--- config.mk ---
export PLATFORM = sky130hd
export DESIGN_NAME = regfile_wb_arbiter
export DESIGN_NICKNAME = d
export VERILOG_FILES = /design/src/rtl/regwb_pkg.sv /design/src/rtl/rr_arbiter.sv /design/src/rtl/regfile_wb_arbiter.sv
export SDC_FILE = /design/constraint.sdc
export NUM_CORES = 1
export LEC_CHECK = 0
export CORE_MARGIN = 2
export CORE_UTILIZATION = 41
export CTS_CLUSTER_SIZE = 20
export DETAILED_ROUTE_END_ITERATION = 10
export HOLD_SLACK_MARGIN = 0.15
export PLACE_DENSITY = 0.88
export SYNTH_ARGS = -nofsm -noshare
export SYNTH_HDL_FRONTEND = slang
export SYNTH_SLANG_ARGS = --single-unit
--- constraint.sdc ---
create_clock -name clk -period 5.3 [get_ports clk]
set_input_delay 1.06 -clock clk [delete_from_list [all_inputs] [get_ports clk]]
set_output_delay 1.06 -clock clk [all_outputs]
set_load 0.01 [all_outputs]
--- src/rtl/regwb_pkg.sv ---
// ----------------------------------------------------------------------------
// regwb_pkg
// Shared constants and types for the register-file writeback arbiter.
//   XLEN / AW    : default data width and register address width
//   IDW          : width of the grant index reported to the pipeline
//   REG_ZERO     : architectural zero register (writes are discarded)
//   X0_DROP_MAX  : saturation value of the discarded-x0-write counter
//   wb_req_t     : one writeback request (destination + data)
// ----------------------------------------------------------------------------
package regwb_pkg;

  localparam int XLEN        = 32;
  localparam int AW          = 5;
  localparam int IDW         = 3;
  localparam int REG_ZERO    = 0;
  localparam int X0_DROP_MAX = 255;

  typedef struct packed {
    logic [AW-1:0]   addr;
    logic [XLEN-1:0] data;
  } wb_req_t;

endpackage

--- src/rtl/rr_arbiter.sv ---
// ----------------------------------------------------------------------------
// rr_arbiter
// Round-robin arbiter with an internal rotating priority pointer.
// The search starts at the pointer and ascends with wrap; the first
// requesting index wins. On a grant to index i the pointer moves to
// (i+1) mod N; with no grant (including while disabled) it stays put.
//   clk, reset  : clock, asynchronous active-high reset (pointer -> 0)
//   req         : request vector
//   en          : arbitration enable; no grant while low
//   grant       : one-hot grant (all-zero when nothing granted)
//   grant_idx   : index of the granted requester
//   any_grant   : a grant was issued this cycle
// ----------------------------------------------------------------------------
module rr_arbiter #(
  parameter int N   = 3,
  parameter int IDW = 3
) (
  input  logic           clk,
  input  logic           reset,
  input  logic [N-1:0]   req,
  input  logic           en,
  output logic [N-1:0]   grant,
  output logic [IDW-1:0] grant_idx,
  output logic           any_grant
);

  localparam int IW = (N > 1) ? $clog2(N) : 1;

  logic [IW-1:0] ptr_q;
  logic [IW-1:0] ptr_d;
  logic [IW-1:0] win_idx;
  logic [IW:0]   cand;

  // Candidate k is (ptr + k) mod N; the extra bit keeps the sum from
  // wrapping before the explicit modulo subtraction.
  // NOTE: every signal driven here gets a default at the top of the block,
  // so no path leaves a value unassigned and no latch is inferred.
  always_comb begin
    grant     = '0;
    win_idx   = '0;
    any_grant = 1'b0;
    cand      = '0;
    for (int k = 0; k < N; k++) begin
      cand = {1'b0, ptr_q} + (IW+1)'(k);
      if (cand >= (IW+1)'(N)) cand = cand - (IW+1)'(N);
      if (en && !any_grant && req[cand[IW-1:0]]) begin
        any_grant             = 1'b1;
        win_idx               = cand[IW-1:0];
        grant[cand[IW-1:0]]   = 1'b1;
      end
    end
  end

  assign grant_idx = IDW'(win_idx);

  always_comb begin
    ptr_d = ptr_q;
    if (any_grant) begin
      ptr_d = (win_idx == IW'(N - 1)) ? '0 : win_idx + IW'(1);
    end
  end

  // NOTE: state registers use non-blocking assignments so every flop
  // samples pre-edge values regardless of process evaluation order.
  always_ff @(posedge clk or posedge reset) begin
    if (reset) ptr_q <= '0;
    else       ptr_q <= ptr_d;
  end

endmodule

--- src/rtl/regfile_wb_arbiter.sv ---
// ----------------------------------------------------------------------------
// regfile_wb_arbiter
// Shares the register file's single write port among N_REQ writeback
// requesters. A round-robin arbiter grants at most one valid requester per
// cycle (combinationally); the winner is captured into a registered write
// stage that drives WE3/A3/WD3 in the following cycle. Writes to x0 complete
// their handshake but never raise rf_we; they are counted in x0_drops.
//
// Optional build macro: REGWB_FWD_EN adds a same-cycle forwarding compare
// against the write in flight (fwd_a1/fwd_a2 -> fwd_hit1/fwd_hit2, fwd_data).
//
// Ports:
//   clk, reset  : clock, asynchronous active-high reset
//   req_valid   : per-requester write request
//   req_addr    : packed destinations, requester i at [i*AW +: AW]
//   req_data    : packed data, requester i at [i*XLEN +: XLEN]
//   req_ready   : one-hot grant, all-zero while reset is high
//   hold        : freezes arbitration (no new grants, pointer unchanged)
//   rf_we/rf_addr/rf_wdata : register file WE3/A3/WD3
//   grant_id    : requester whose write is currently on rf_*
//   x0_drops    : saturating count of discarded x0 writes
// ----------------------------------------------------------------------------
module regfile_wb_arbiter
  import regwb_pkg::IDW;
  import regwb_pkg::REG_ZERO;
  import regwb_pkg::X0_DROP_MAX;
#(
  parameter int N_REQ = 3,
  parameter int XLEN  = regwb_pkg::XLEN,
  parameter int AW    = regwb_pkg::AW
) (
  input  logic                  clk,
  input  logic                  reset,
  input  logic [N_REQ-1:0]      req_valid,
  input  logic [N_REQ*AW-1:0]   req_addr,
  input  logic [N_REQ*XLEN-1:0] req_data,
  output logic [N_REQ-1:0]      req_ready,
  input  logic                  hold,
  output logic                  rf_we,
  output logic [AW-1:0]         rf_addr,
  output logic [XLEN-1:0]       rf_wdata,
  output logic [2:0]            grant_id,
  output logic [7:0]            x0_drops
`ifdef REGWB_FWD_EN
  ,
  input  logic [AW-1:0]         fwd_a1,
  input  logic [AW-1:0]         fwd_a2,
  output logic                  fwd_hit1,
  output logic                  fwd_hit2,
  output logic [XLEN-1:0]       fwd_data
`endif
);

  logic [N_REQ-1:0] grant;
  logic [IDW-1:0]   grant_idx;
  logic             any_grant;

  logic [AW-1:0]    win_addr;
  logic [XLEN-1:0]  win_data;
  logic             win_is_x0;

  logic             rf_we_q,    rf_we_d;
  logic [AW-1:0]    rf_addr_q,  rf_addr_d;
  logic [XLEN-1:0]  rf_wdata_q, rf_wdata_d;
  logic [IDW-1:0]   grant_id_q, grant_id_d;
  logic [7:0]       x0_drops_q, x0_drops_d;

  rr_arbiter #(
    .N   (N_REQ),
    .IDW (IDW)
  ) u_arb (
    .clk       (clk),
    .reset     (reset),
    .req       (req_valid),
    .en        (~hold),
    .grant     (grant),
    .grant_idx (grant_idx),
    .any_grant (any_grant)
  );

  // The write stage is held in reset too, but the handshake itself must be
  // suppressed while reset is high so no requester believes it was accepted.
  assign req_ready = reset ? '0 : grant;

  // One-hot select of the winner's fields.
  always_comb begin
    win_addr = '0;
    win_data = '0;
    for (int i = 0; i < N_REQ; i++) begin
      if (grant[i]) begin
        win_addr = req_addr[i*AW +: AW];
        win_data = req_data[i*XLEN +: XLEN];
      end
    end
  end

  assign win_is_x0 = (win_addr == AW'(REG_ZERO));

  // Write stage: every grant is captured, but an x0 destination never
  // raises rf_we. Without a grant, address/data keep their last values.
  always_comb begin
    rf_we_d    = 1'b0;
    rf_addr_d  = rf_addr_q;
    rf_wdata_d = rf_wdata_q;
    grant_id_d = grant_id_q;
    x0_drops_d = x0_drops_q;
    if (any_grant) begin
      rf_we_d    = !win_is_x0;
      rf_addr_d  = win_addr;
      rf_wdata_d = win_data;
      grant_id_d = grant_idx;
      if (win_is_x0 && (x0_drops_q != 8'(X0_DROP_MAX))) begin
        x0_drops_d = x0_drops_q + 8'd1;
      end
    end
  end

  always_ff @(posedge clk or posedge reset) begin
    if (reset) begin
      rf_we_q    <= 1'b0;
      rf_addr_q  <= '0;
      rf_wdata_q <= '0;
      grant_id_q <= '0;
      x0_drops_q <= '0;
    end else begin
      rf_we_q    <= rf_we_d;
      rf_addr_q  <= rf_addr_d;
      rf_wdata_q <= rf_wdata_d;
      grant_id_q <= grant_id_d;
      x0_drops_q <= x0_drops_d;
    end
  end

  assign rf_we    = rf_we_q;
  assign rf_addr  = rf_addr_q;
  assign rf_wdata = rf_wdata_q;
  assign grant_id = 3'(grant_id_q);
  assign x0_drops = x0_drops_q;

`ifdef REGWB_FWD_EN
  // Bypass for a decode-stage read of the register being written this
  // cycle; x0 reads always return zero so they never hit.
  assign fwd_hit1 = rf_we_q && (rf_addr_q == fwd_a1) && (fwd_a1 != AW'(REG_ZERO));
  assign fwd_hit2 = rf_we_q && (rf_addr_q == fwd_a2) && (fwd_a2 != AW'(REG_ZERO));
  assign fwd_data = rf_wdata_q;
`endif

endmodule

==> run_results.csv <==
group,metric,value,unit
yosys,netlist_instances,282,
sta,fmax,220,MHz
setup_path,worstRegToRegCells,11,
setup_path,path_buf_inv,2,
setup_path,end_kind,"primary output",
global_route,grt_pass1_vias,2930,
yosys,synth_top_flop_cell,"dfrtp_1",
detailed_routing,vias,2978,
clock_network,clock_latency,0.30,ns
yosys,yosysSeqAreaShare,43.9,%
setup_path,crit_slowest_cell,"clkdlybuf4s50_1",
cells_and_area,multi_input_area,0.00147,mm²
job,maxCapViolations,0,
yosys,yosysTopAreaCell,"dfrtp_1",
yosys,synthesis.nets,404,
yosys,yosys.area.top_type_share,43.9,%
global_route,grt_pass1_wl,13.9,mm
setup_path,path_depth,6,
outcome,run_status,"completed",
floorplan,dieArea,0.00763,mm²
clock_network,cts_sinks,50,
global_route,grt_start_max_net_pins,51,
placed_design,port_buffers,167,
global_route,track_usage,22.7,%
placed_design,gp_congestion,0.953,
cells_and_area,syn_to_final_growth,63.1,%
clock_network,cts_root_buf,"clkbuf_8",
setup_path,worstPathCellList,"clkdlybuf4s50_1 -> a21oi_1 -> a22oi_1 -> nor2_1 -> a2111oi_0 -> clkdlybuf4s50_1",
setup_path,cp.required,4.24,ns
setup_path,cp_slowest_stage_delay,0.65,ns
cells_and_area,fin_nets,558,
clock_network,clk_path_buf_depth,2,
clock_network,numCtsBuffers,5,
yosys,synth_edf_count,0,
detailed_routing,vias_per_cell,5.76,
clock_network,cts.clk_slew.worst_paths,0.09,ns
detailed_routing,drt_iter0_markers,157,
setup_path,crit_arrival,3.48,ns
cells_and_area,regArea,0.00125,mm²
pwr,p_per_area,519,mW/mm²
yosys,synthTopCellsByCount,"a22oi_1 (65), dfrtp_1 (50), o21ai_0 (34), clkbuf_1 (19), nor2_1 (9)",
clock_network,cts.hold.buffers_added,0,
hold_path,min_to,"rf_addr[1]",
cells_and_area,fillers,533,
sta,min_period,4.54,ns
sta,slew_headroom,30.8,%
setup_path,crit_fanout,10,
sta,finalSetupTns,0,ns
cells_and_area,drive_gt1_share,5.72,%
global_route,antenna_found_initial,0,
global_route,grt_overflow,0,
cells_and_area,fin_area,0.00465,mm²
sta,worst_pin_slew,1.04,ns
yosys,ys_warn_count,0,
yosys,syn_area,0.00285,mm²
sta,finalCritPeriodShare,85.6,%
hold_path,hold_class,"reg2reg",
floorplan,die_h,87.4,µm
placed_design,place_area,0.00455,mm²
hold_path,hold_depth,1,
pwr,peakVddDrop,0.000237,V
yosys,yosys-top-cells-area,"dfrtp_1 (44%), a22oi_1 (17%), o21ai_0 (6.0%)",
floorplan,ios,169,
floorplan,core,0.00676,mm²
yosys,synthArstFlopShare,100,%
placed_design,place_hpwl,6.72,mm
sta,setup_viol,0,
clock_network,tritoncts,"built",
floorplan,core.rowCount,30,
sta,rsz0062_at_grt,"false",
setup_path,r2r_slack,1.62,ns
setup_path,worstReg2RegStart,"u_arb.ptr_q[1]",
sta,hold_viol,0,
detailed_routing,wire_per_inst,17.2,µm
clock_network,htree_levels,2,
setup_path,crit_path_start_kind,"primary input",
detailed_routing,ant_nets,0,
floorplan,die-width,87.4,µm
yosys,synth_most_common_cell,"a22oi_1",
detailed_routing,drt_pre_antenna_iters,5,
setup_path,reg2reg_to,"x0_drops[1]",
setup_path,cp_top_family,"buffers and inverters",
yosys,yosysUniqueCellTypes,48,
hold_path,hp-start,"rf_addr[1]",
clock_network,ctsResizeCount,0,
setup_path,critPathKind,"in2out",
clock_network,post_cts_buffers,0,
yosys,syn_avg_cell_area,10.1,µm²
pwr,leakage,0.00184,µW
floorplan,start_util,42.2,%
sta,fin_skew,0.0121,ns
setup_path,crit_path_frequent_cell,"clkdlybuf4s50_1",
detailed_routing,finalWirelength,8.90,mm
sta,drv_slew,0,
yosys,ys_seq_elements,50,
cells_and_area,antennaDiodeCount,0,
detailed_routing,drc_errors,0,
==> final cells by class <==
type | count | area share [%]
timing repair buffer | 173 | 36.9
multi-input combinational | 202 | 31.6
sequential | 50 | 26.9
tap | 80 | 2.15
clock buffer | 5 | 1.48
clock inverter | 3 | 0.619
inverter | 4 | 0.323
==> per-layer routing <==
metal  track usage, %  up-vias  share of wire, %
met5                0        -                 0
met2             39.7      160                51
met4             5.03        0               1.1
met3             5.40       10               8.0
li1                 -     1404                 -
met1             28.2     1404                40
==> report_power, final <==
group | internal [µW] | total [µW] | switching (µW)
Clock | 98.9 | 236 | 137
Combinational | 755 | 1510 | 754
Sequential | 558 | 665 | 107
Total | 1410 | 2410 | 997
==> logic make-up (layout without fill, tap and decap cells) <==
family / after synthesis / after routing / synth area share [%]
AO/OA/AOI/OAI: 141 / 141 / 36.1
XOR/XNOR: 7 / 7 / 2.15
adder cells (fa/ha/maj): 5 / 5 / 2.20
buffers and inverters: 30 / 185 / 4.65
flip-flops: 50 / 50 / 43.9
multiplexers: 4 / 4 / 1.80
other: 1 / 1 / 0.132
AND/OR/NAND/NOR: 44 / 44 / 9.00
==> metrics by stage <==
| stage | hold WS (ns) | setup WS [ns] | cells | total power (µW) | utilization [%] |
|---|---|---|---|---|---|
| floorplan | 0.502 | 1.70 | 282 | 1570 | - |
| global placement | 0.459 | 0.843 | 509 | 2130 | 67.3 |
| detailed placement | 0.468 | 0.810 | 509 | 2180 | 67.3 |
| CTS | 0.489 | 0.798 | 517 | 2430 | 68.8 |
| global route | 0.513 | 0.667 | 517 | 2590 | 68.8 |
| finish | 0.487 | 0.762 | 517 | 2410 | 68.8 |
==> worst max-delay path by stage <==
stage	start	to	slack, ns
after floorplan	req_valid[1]	req_ready[0]	1.70
after global placement	req_valid[1]	req_ready[0]	0.84
after detailed placement	req_valid[1]	req_ready[0]	0.81
after CTS	req_valid[1]	req_ready[0]	0.80
after global routing	req_valid[1]	req_ready[0]	0.67
final	req_valid[1]	req_ready[0]	0.76
==> registers in the layout, indices dropped and copies added, names as in the netlist <==
signal       count
rf_wdata        32
x0_drops         8
rf_addr          5
grant_id         2
u_arb.ptr_q      2
rf_we            1
==> placed cells by master, fill, tap and decap left out, drive strengths merged, types with 2 or more instances in the layout <==
cell	n
nor2b	4
o2111ai	4
nand2b	3
a211o	3
clkdlybuf4s50	167
nand4	2
a22o	3
a32oi	2
clkbuf	5
and2	3
nand3	4
ha	5
nand2	8
nor2	9
a32o	2
a2bb2oi	3
nor3	2
a21o	8
inv	6
o21ai	34
xnor2	7
a2111oi	2
a21oi	6
mux2	3
a22oi	65
a221oi	3
dfrtp	50
buf	6
nand3b	4
Note: power is estimated with default switching activity, not from simulation.
